`config.mk`:
```
export PLATFORM = sky130hd
export DESIGN_NAME = fp32_divider_flat
export DESIGN_NICKNAME = d
export VERILOG_FILES = /design/src/rtl/fp32_divider_if.sv /design/src/rtl/fp32_divider.sv /design/src/flat_wrapper.sv
export SDC_FILE = /design/constraint.sdc
export NUM_CORES = 1
export LEC_CHECK = 0
export ABC_AREA = 1
export CAP_MARGIN = 20
export CORE_MARGIN = 2
export CORE_UTILIZATION = 40
export DETAILED_ROUTE_END_ITERATION = 7
export PLACE_DENSITY = 0.59
export SKIP_LAST_GASP = 1
export SYNTH_ARGS = -nofsm -noshare
export SYNTH_HDL_FRONTEND = slang
export SYNTH_SLANG_ARGS = --single-unit
```
`constraint.sdc`:
```
create_clock -name clk -period 7.2 [get_ports clk]
set_clock_uncertainty 0.15 [all_clocks]
set_input_delay 1.08 -clock clk [delete_from_list [all_inputs] [get_ports clk]]
set_output_delay 1.08 -clock clk [all_outputs]
set_load 0.005 [all_outputs]
```
`src/rtl/fp32_divider_if.sv`:
```
// Handshake and operand bundle shared by the FP32 divider and its requester.
interface fp32_divider_if;
    logic [31:0] A;
    logic [31:0] B;
    logic        En;
    logic [31:0] Result;
    logic        Ready;
    logic        NaN;
    logic        DivZero;
    logic        Busy;

    modport master (
        output A, B, En,
        input  Result, Ready, NaN, DivZero, Busy
    );

    modport slave (
        input  A, B, En,
        output Result, Ready, NaN, DivZero, Busy
    );
endinterface

```
`src/rtl/fp32_divider.sv`:
```
// Multi-cycle IEEE-754 single-precision divider: Result = A / B.
// Restoring division (one quotient bit per cycle), round-to-nearest-even,
// denormal inputs and outputs flushed to zero.
module fp32_divider (
    input  logic          clk,
    input  logic          reset,
    fp32_divider_if.slave bus
);
    // Quotient bits generated: 24 mantissa bits plus one guard bit.
    localparam int unsigned ITER = 25;

    typedef enum logic [2:0] {
        IDLE,
        CHECK,
        PREP,
        DIVIDE,
        ROUND,
        FINAL
    } state_t;

    state_t             state;
    logic               sign;
    logic [7:0]         exp_a;
    logic [7:0]         exp_b;
    logic [23:0]        ma;
    logic [23:0]        mb;
    logic signed [9:0]  e;
    logic [25:0]        rem;
    logic [23:0]        q;
    logic [4:0]         count;
    logic [22:0]        mant;
    logic [31:0]        result;
    logic               ready;
    logic               nan;
    logic               div_zero;

    logic               a_zero;
    logic               a_inf;
    logic               a_nan;
    logic               b_zero;
    logic               b_inf;
    logic               b_nan;
    logic signed [9:0]  e_prep;
    logic               rem_ge;
    logic               round_up;
    logic [23:0]        frac_sum;

    // Operand classification, exponent estimate and rounding helpers.
    always_comb begin
        a_zero   = (exp_a == 8'h00);
        a_inf    = (exp_a == 8'hFF) && (ma[22:0] == '0);
        a_nan    = (exp_a == 8'hFF) && (ma[22:0] != '0);
        b_zero   = (exp_b == 8'h00);
        b_inf    = (exp_b == 8'hFF) && (mb[22:0] == '0);
        b_nan    = (exp_b == 8'hFF) && (mb[22:0] != '0);
        e_prep   = $signed({2'b00, exp_a}) - $signed({2'b00, exp_b}) + 10'sd127;
        rem_ge   = (rem >= {2'b00, mb});
        // The leading quotient bit is always 1 and has shifted out of q,
        // so q[23:1] is the stored fraction and q[0] the guard bit.
        round_up = q[0] & ((rem != '0) | q[1]);
        frac_sum = {1'b0, q[23:1]} + {23'b0, round_up};
    end

    assign bus.Result  = result;
    assign bus.Ready   = ready;
    assign bus.NaN     = nan;
    assign bus.DivZero = div_zero;
    assign bus.Busy    = (state != IDLE);

    // Control FSM and datapath with registered outputs.
    always_ff @(posedge clk or posedge reset) begin
        if (reset) begin
            state    <= IDLE;
            sign     <= 1'b0;
            exp_a    <= '0;
            exp_b    <= '0;
            ma       <= '0;
            mb       <= '0;
            e        <= '0;
            rem      <= '0;
            q        <= '0;
            count    <= '0;
            mant     <= '0;
            result   <= '0;
            ready    <= 1'b0;
            nan      <= 1'b0;
            div_zero <= 1'b0;
        end else begin
            ready <= 1'b0;
            case (state)
                IDLE: begin
                    if (bus.En) begin
                        sign     <= bus.A[31] ^ bus.B[31];
                        exp_a    <= bus.A[30:23];
                        exp_b    <= bus.B[30:23];
                        ma       <= {|bus.A[30:23], bus.A[22:0]};
                        mb       <= {|bus.B[30:23], bus.B[22:0]};
                        nan      <= 1'b0;
                        div_zero <= 1'b0;
                        state    <= CHECK;
                    end
                end
                CHECK: begin
                    if (a_nan || b_nan || (a_zero && b_zero) || (a_inf && b_inf)) begin
                        result <= 32'h7FC0_0000;
                        nan    <= 1'b1;
                        ready  <= 1'b1;
                        state  <= IDLE;
                    end else if (a_inf) begin
                        result <= {sign, 8'hFF, 23'b0};
                        ready  <= 1'b1;
                        state  <= IDLE;
                    end else if (b_zero) begin
                        result   <= {sign, 8'hFF, 23'b0};
                        div_zero <= 1'b1;
                        ready    <= 1'b1;
                        state    <= IDLE;
                    end else if (a_zero || b_inf) begin
                        result <= {sign, 31'b0};
                        ready  <= 1'b1;
                        state  <= IDLE;
                    end else begin
                        state <= PREP;
                    end
                end
                PREP: begin
                    if (ma < mb) begin
                        rem <= {1'b0, ma, 1'b0};
                        e   <= e_prep - 10'sd1;
                    end else begin
                        rem <= {2'b00, ma};
                        e   <= e_prep;
                    end
                    count <= 5'(ITER - 1);
                    q     <= '0;
                    state <= DIVIDE;
                end
                DIVIDE: begin
                    q <= {q[22:0], rem_ge};
                    if (rem_ge) begin
                        rem <= (rem - {2'b00, mb}) << 1;
                    end else begin
                        rem <= rem << 1;
                    end
                    count <= count - 5'd1;
                    if (count == '0) begin
                        state <= ROUND;
                    end
                end
                ROUND: begin
                    mant <= frac_sum[22:0];
                    if (frac_sum[23]) begin
                        e <= e + 10'sd1;
                    end
                    state <= FINAL;
                end
                FINAL: begin
                    if (e >= 10'sd255) begin
                        result <= {sign, 8'hFF, 23'b0};
                    end else if (e <= 10'sd0) begin
                        result <= {sign, 31'b0};
                    end else begin
                        result <= {sign, e[7:0], mant};
                    end
                    ready <= 1'b1;
                    state <= IDLE;
                end
                default: begin
                    state <= IDLE;
                end
            endcase
        end
    end
endmodule

```
`src/flat_wrapper.sv`:
```
// flat-port wrapper written by rule: the top's interface ports become plain ports
module fp32_divider_flat 
  (clk, reset, bus_A, bus_B, bus_En, bus_Result, bus_Ready, bus_NaN, bus_DivZero, bus_Busy);
  fp32_divider_if bus_i ();
  input  logic clk;
  input  logic reset;
  input wire logic [$bits(bus_i.A)-1:0] bus_A;
  input wire logic [$bits(bus_i.B)-1:0] bus_B;
  input wire logic [$bits(bus_i.En)-1:0] bus_En;
  output wire logic [$bits(bus_i.Result)-1:0] bus_Result;
  output wire logic [$bits(bus_i.Ready)-1:0] bus_Ready;
  output wire logic [$bits(bus_i.NaN)-1:0] bus_NaN;
  output wire logic [$bits(bus_i.DivZero)-1:0] bus_DivZero;
  output wire logic [$bits(bus_i.Busy)-1:0] bus_Busy;
  assign bus_i.A = bus_A;
  assign bus_i.B = bus_B;
  assign bus_i.En = bus_En;
  assign bus_Result = bus_i.Result;
  assign bus_Ready = bus_i.Ready;
  assign bus_NaN = bus_i.NaN;
  assign bus_DivZero = bus_i.DivZero;
  assign bus_Busy = bus_i.Busy;
  fp32_divider u_core (.clk(clk), .reset(reset), .bus(bus_i));
endmodule
```
# == After elaboration in Yosys (flattened, before gate mapping) ==
# Cells that the tools add are included.
# classes
addsub,7
order_cmp,4
eq_ne,15
n_mux,34
bitwise_logic,3
n_reduce_logical,32
# ops
op,count
$mux W32,4
$pmux W32 S2,1
$mux W31,2
$pmux W26 S2,1
$pmux W24 S2,1
$logic_not A23 Y1,2
$reduce_bool A23 Y1,2
$ge A26 B24 Y1,1
$mux W26,1
$reduce_bool A26 Y1,1
$mux W25,1
$sub A25 B24 Y25,1
$add A23 B1 Y24,1
$lt A24 B24 Y1,1
$mux W10,2
$pmux W10 S2,1
$eq A8 B8 Y1 const B,2
$logic_not A8 Y1,2
$reduce_or A8 Y1,2
$mux W3,5
$pmux W3 S5,1
$add A10 B2 Y10 const B,1
$add A10 B8 Y10 const B,1
$ge A10 B9 Y1 const B,1
other kinds (26),57
# word_totals
ff_bits,191
input_bits,67
output_inout_bits,36
word_cells,110

# == Depth between registers and ports, before layout ==
# logic_depth
ltp_word,8
ltp_mapped,19
mapped_depth_nobuf,19

# == Worst setup path after synthesis ==
# Ideal clock, no wire load.
# synth_path
path_kind,register -> register
start,reg u_core.exp_a[0]
end,reg u_core.e[8]
setup_time_ns,0.077
t_arrival_ns,2.261
required_ns,6.973
setup_slack_ns,4.712
path_stages_with_launch,18
path_buffers,0
synth_period_minus_slack_ns,2.488
cell_sequence,dfrtp_1 > inv_1 > ha_1 > inv_1 > fa_1 > inv_1 > ha_1 > nand2_1 > inv_2 > nor2_4 > nand2_1 > nor2_1 > nand3_1 > nor2_1 > nand3_1 > nand2_1 > nand3_1 > a21oi_1
# synth_via
elab_chain_len,5
# synth_lines
element,line_no,source
start: declaration,fp32_divider.sv:23,logic [7:0] exp_a;
start signal: assignment,fp32_divider.sv:94,exp_a <= bus.A[30:23];
$sub A8 B8 Y9 (*),fp32_divider.sv:56,"e_prep = $signed({2'b00, exp_a}) - $signed({2'b00, exp_b}) + 10'sd127;"
$add A10 B8 Y10 (*),fp32_divider.sv:56,
$sub A10 B2 Y10,fp32_divider.sv:129,e <= e_prep - 10'sd1;
$mux W10 (*),fp32_divider.sv:127,if (ma < mb) begin
$pmux W10 S2 (*),fp32_divider.sv:90,case (state)
end signal: assignment,fp32_divider.sv:129,
end signal: assignment,fp32_divider.sv:132,e <= e_prep;
end signal: assignment,fp32_divider.sv:153,e <= e + 10'sd1;
end: declaration,fp32_divider.sv:27,logic signed [9:0] e;
# Every way passes the cells marked *; elsewhere a longest branch is shown, timed or not.
# A chain may end at the register's enable or synchronous reset.

# == Worst setup path after layout ==
# layout_path
start,reg u_core.state[2]
end,reg u_core.e[2]
# layout_via
elab_chain_len,3
word_cells_on_any_way,6
cone_classes,eq/ne (3); mux (1); reduce/logical (2)
# layout_lines
element,line_no,source
start: declaration,fp32_divider.sv:21,state_t state;
start signal: assignment,fp32_divider.sv:73,state <= IDLE;
start signal: assignment,fp32_divider.sv:100,state <= CHECK;
start signal: assignment,fp32_divider.sv:108,state <= IDLE;
$eq A3 B3 Y1 / $eq A3 B2 Y1 (equally long branches),fp32_divider.sv:90,
$ne A2 B1 Y1 (no source line) / $reduce_bool A2 Y1 (equally long branches),--,
$reduce_and A2 Y1 (no source line),--,
# Several ways; a longest one is shown, not always the timed one.

==> flow_summary.ini <==
[worst_setup_path]
path_cells = nor2_4 > buf_4 > inv_1 > nor2_1 > inv_1 > nand2_4 > inv_2 > a31oi_1 > a22oi_1
r2r_cells = 9
critPathLaunchType = flip-flop
worstReg2RegStart = u_core.state[2]
critPathMaxStageDelay_ns = 0.83
timing.rr.end = u_core.e[2]
cpMaxStageDelayCell = nor2_1
critPathRequiredTime_ns = 7.37
startpoint = u_core.state[2]
arrival_ns = 4.07
r2r_slack_ns = 3.30
path_max_fanout = 52
setup.worst_path.end = u_core.e[2]
crit_path_end_kind = flip-flop
crit_top_cell = inv_1
crit_type = flip-flop to flip-flop

[die]
die_area_um2 = 30900
die_y_um = 176
rows = 62
start_util_pct = 40.9
core_region_area_um2 = 28900
die_w_um = 176
ios = 103

[logic_synthesis]
synth_top_cell_area_share_pct = 40.5
synth_top_flop_cell = dfrtp_1
ys_types = 50
yosysSeqAreaShare_pct = 40.5
synthesis.area_um2 = 11800
synth_top_area_cell = dfrtp_1
synthTopCellsByArea = dfrtp_1 (41%), nand2_1 (11%), o21ai_0 (7.3%)
synthTopCellsByCount = nand2_1 (335), inv_1 (204), dfrtp_1 (191)
synth_most_common_cell = nand2_1
synth_cells = 1566
syn_avg_cell_area_um2 = 7.54
synth_edf_count = 0
ys_warn_count = 0
ys_seq_elements = 191
syn_nets = 1697
async_flop_share_pct = 100

[sta]
tightest_slew_ns = 1.01
rsz0062_at_grt = false
finalHoldViolations = 0
holdWs_ns = 0.339
finalCritPeriodShare_pct = 54.2
max_freq_ghz = 0.256
max_slew_margin_pct = 32.4
setup_slack_ns = 3.30
period_minus_slack_ns = 3.90
timing.final.max_slew_violations = 0
fin_tns_setup_ns = 0
setup_violations = 0

[layout]
synthToLayoutAreaGrowth_pct = 16.7
fillCellCount = 2895
fin_cells = 2042
layout-drive-gt1-share_pct = 5.13
multi_input_area_um2 = 6010
seq_area_um2 = 4780
nNetsFinal = 1776
diodes = 0

[clock_tree]
ctsResizeCount = 0
clk_pin_slew_ns = 0.08
cts_setup_buffers = 0
max-clock-path-buffers = 2
ctsHoldBuffers = 0
cts_tree = built
root_buffer = clkbuf_16
cts_made_buffers = 17
clock-sinks = 191
h-tree-depth = 4
clk_latency_ns = 0.46

[placement]
gp_congestion = 0.921
dpl.cell_count = 2009
dp_hpwl_um = 26100
post-place-ws_ns = 3.44
port_buffers = 102

[route]
routed_wirelength_um = 34200
firstDrtPassIters = 7
drc = 0
ant_nets = 0
num_vias = 10800
dr.first_iter.drc_count = 673
viasPerCell = 5.29
post_drt_wl_per_cell_um = 16.7

[global_routing]
gr-total-overflow = 0
grt_start_max_net_pins = 134
antenna_found_initial = 0
grt_pass1_wl_um = 55000
grt_pass1_vias = 10400
grt_usage_pct = 22.5

[power]
ir_drop_uv = 187
p_leak_nw = 6.24
p_per_area_nw_per_um2 = 513
total_power_mw = 7.06

[min_path]
hold_class = flip-flop to flip-flop

[flow_run]
maxCapViolations = 0

[status]
status = completed
## registers in the layout, indices dropped and copies added, names as in the netlist, 3 cells and up
register	cells
u_core.bus.Result	32
u_core.rem	26
u_core.ma	24
u_core.mb	24
u_core.q	24
u_core.mant	23
u_core.e	10
u_core.exp_a	8
u_core.exp_b	8
u_core.count	5
u_core.state	3
## layout make-up
type                            count  area share, %
Inverter                          211           5.81
Sequential cell                   191           34.7
Multi-Input combinational cell   1115           43.6
Clock inverter                     14           1.35
Timing Repair Buffer              109           7.80
Clock buffer                       18           3.19
Tap cell                          384           3.49
## worst min-delay path by stage
stage / from / end / slack [ns] / depth (start not counted)
after floorplan: u_core.mant[21] / u_core.mant[21] / 0.30 / 2
after global placement: u_core.mant[13] / u_core.mant[13] / 0.32 / 2
after detailed placement: u_core.mant[21] / u_core.mant[21] / 0.32 / 2
after CTS: u_core.mant[21] / u_core.mant[21] / 0.34 / 2
after global routing: u_core.mant[21] / u_core.mant[21] / 0.36 / 2
final: u_core.mant[21] / u_core.mant[21] / 0.34 / 2
## layer usage
| layer | share of wire (%) | wire length, um | up-vias | global-route usage (%) |
|---|---|---|---|---|
| met4 | 2.8 | 954 | 0 | 7.44 |
| met2 | 48 | 16400 | 267 | 38.8 |
| met1 | 46 | 15600 | 5094 | 29.3 |
| li1 | - | - | 5390 | - |
| met3 | 3.8 | 1290 | 50 | 2.79 |
| met5 | 0 | 0 | - | 0 |
## where the power goes
group,switching (mW),total (mW),internal (mW)
clock,0.486,0.998,0.512
combinational,2.84,4.32,1.48
sequential,0.304,1.74,1.44
total,3.63,7.06,3.43
## critical path: cells and delay by family (launching register included)
family / cells / cell delay [ns]
buffers and inverters: 4 / 1.61
AND/OR/NAND/NOR: 3 / 1.24
flip-flops: 1 / 0.45
AO/OA/AOI/OAI: 2 / 0.29
## metrics by stage
stage / util [%] / area, um^2
6_report: 47.7 / 13800
5_1_grt: 47.7 / 13800
4_1_cts: 47.7 / 13800
3_5_place_dp: 45.5 / 13100
3_3_place_gp: 45.5 / 13100
2_1_floorplan: - / 11800
## placed cells by master (no fill, tap or decap), types with 19 or more instances in the layout
cell	n
nand2_1	335
inv_1	203
dfrtp_1	191
o21ai_0	172
nor2_1	131
clkdlybuf4s50_1	102
a21oi_1	94
ha_1	62
nand3_1	60
o22ai_1	45
nand4_1	44
xor2_1	25
nor3_1	20
nor4_1	19
## cells by family (layout without fill, tap and decap cells)
group	after synthesis	after routing	share of synthesized area, %
simple gates	650	650	24.4
compound gates	367	367	17.1
buf+inv	260	352	8.65
flops	191	191	40.5
fa+ha+maj	64	64	6.91
xor+xnor	34	34	2.52
Power figures use the tool's default switching activity.
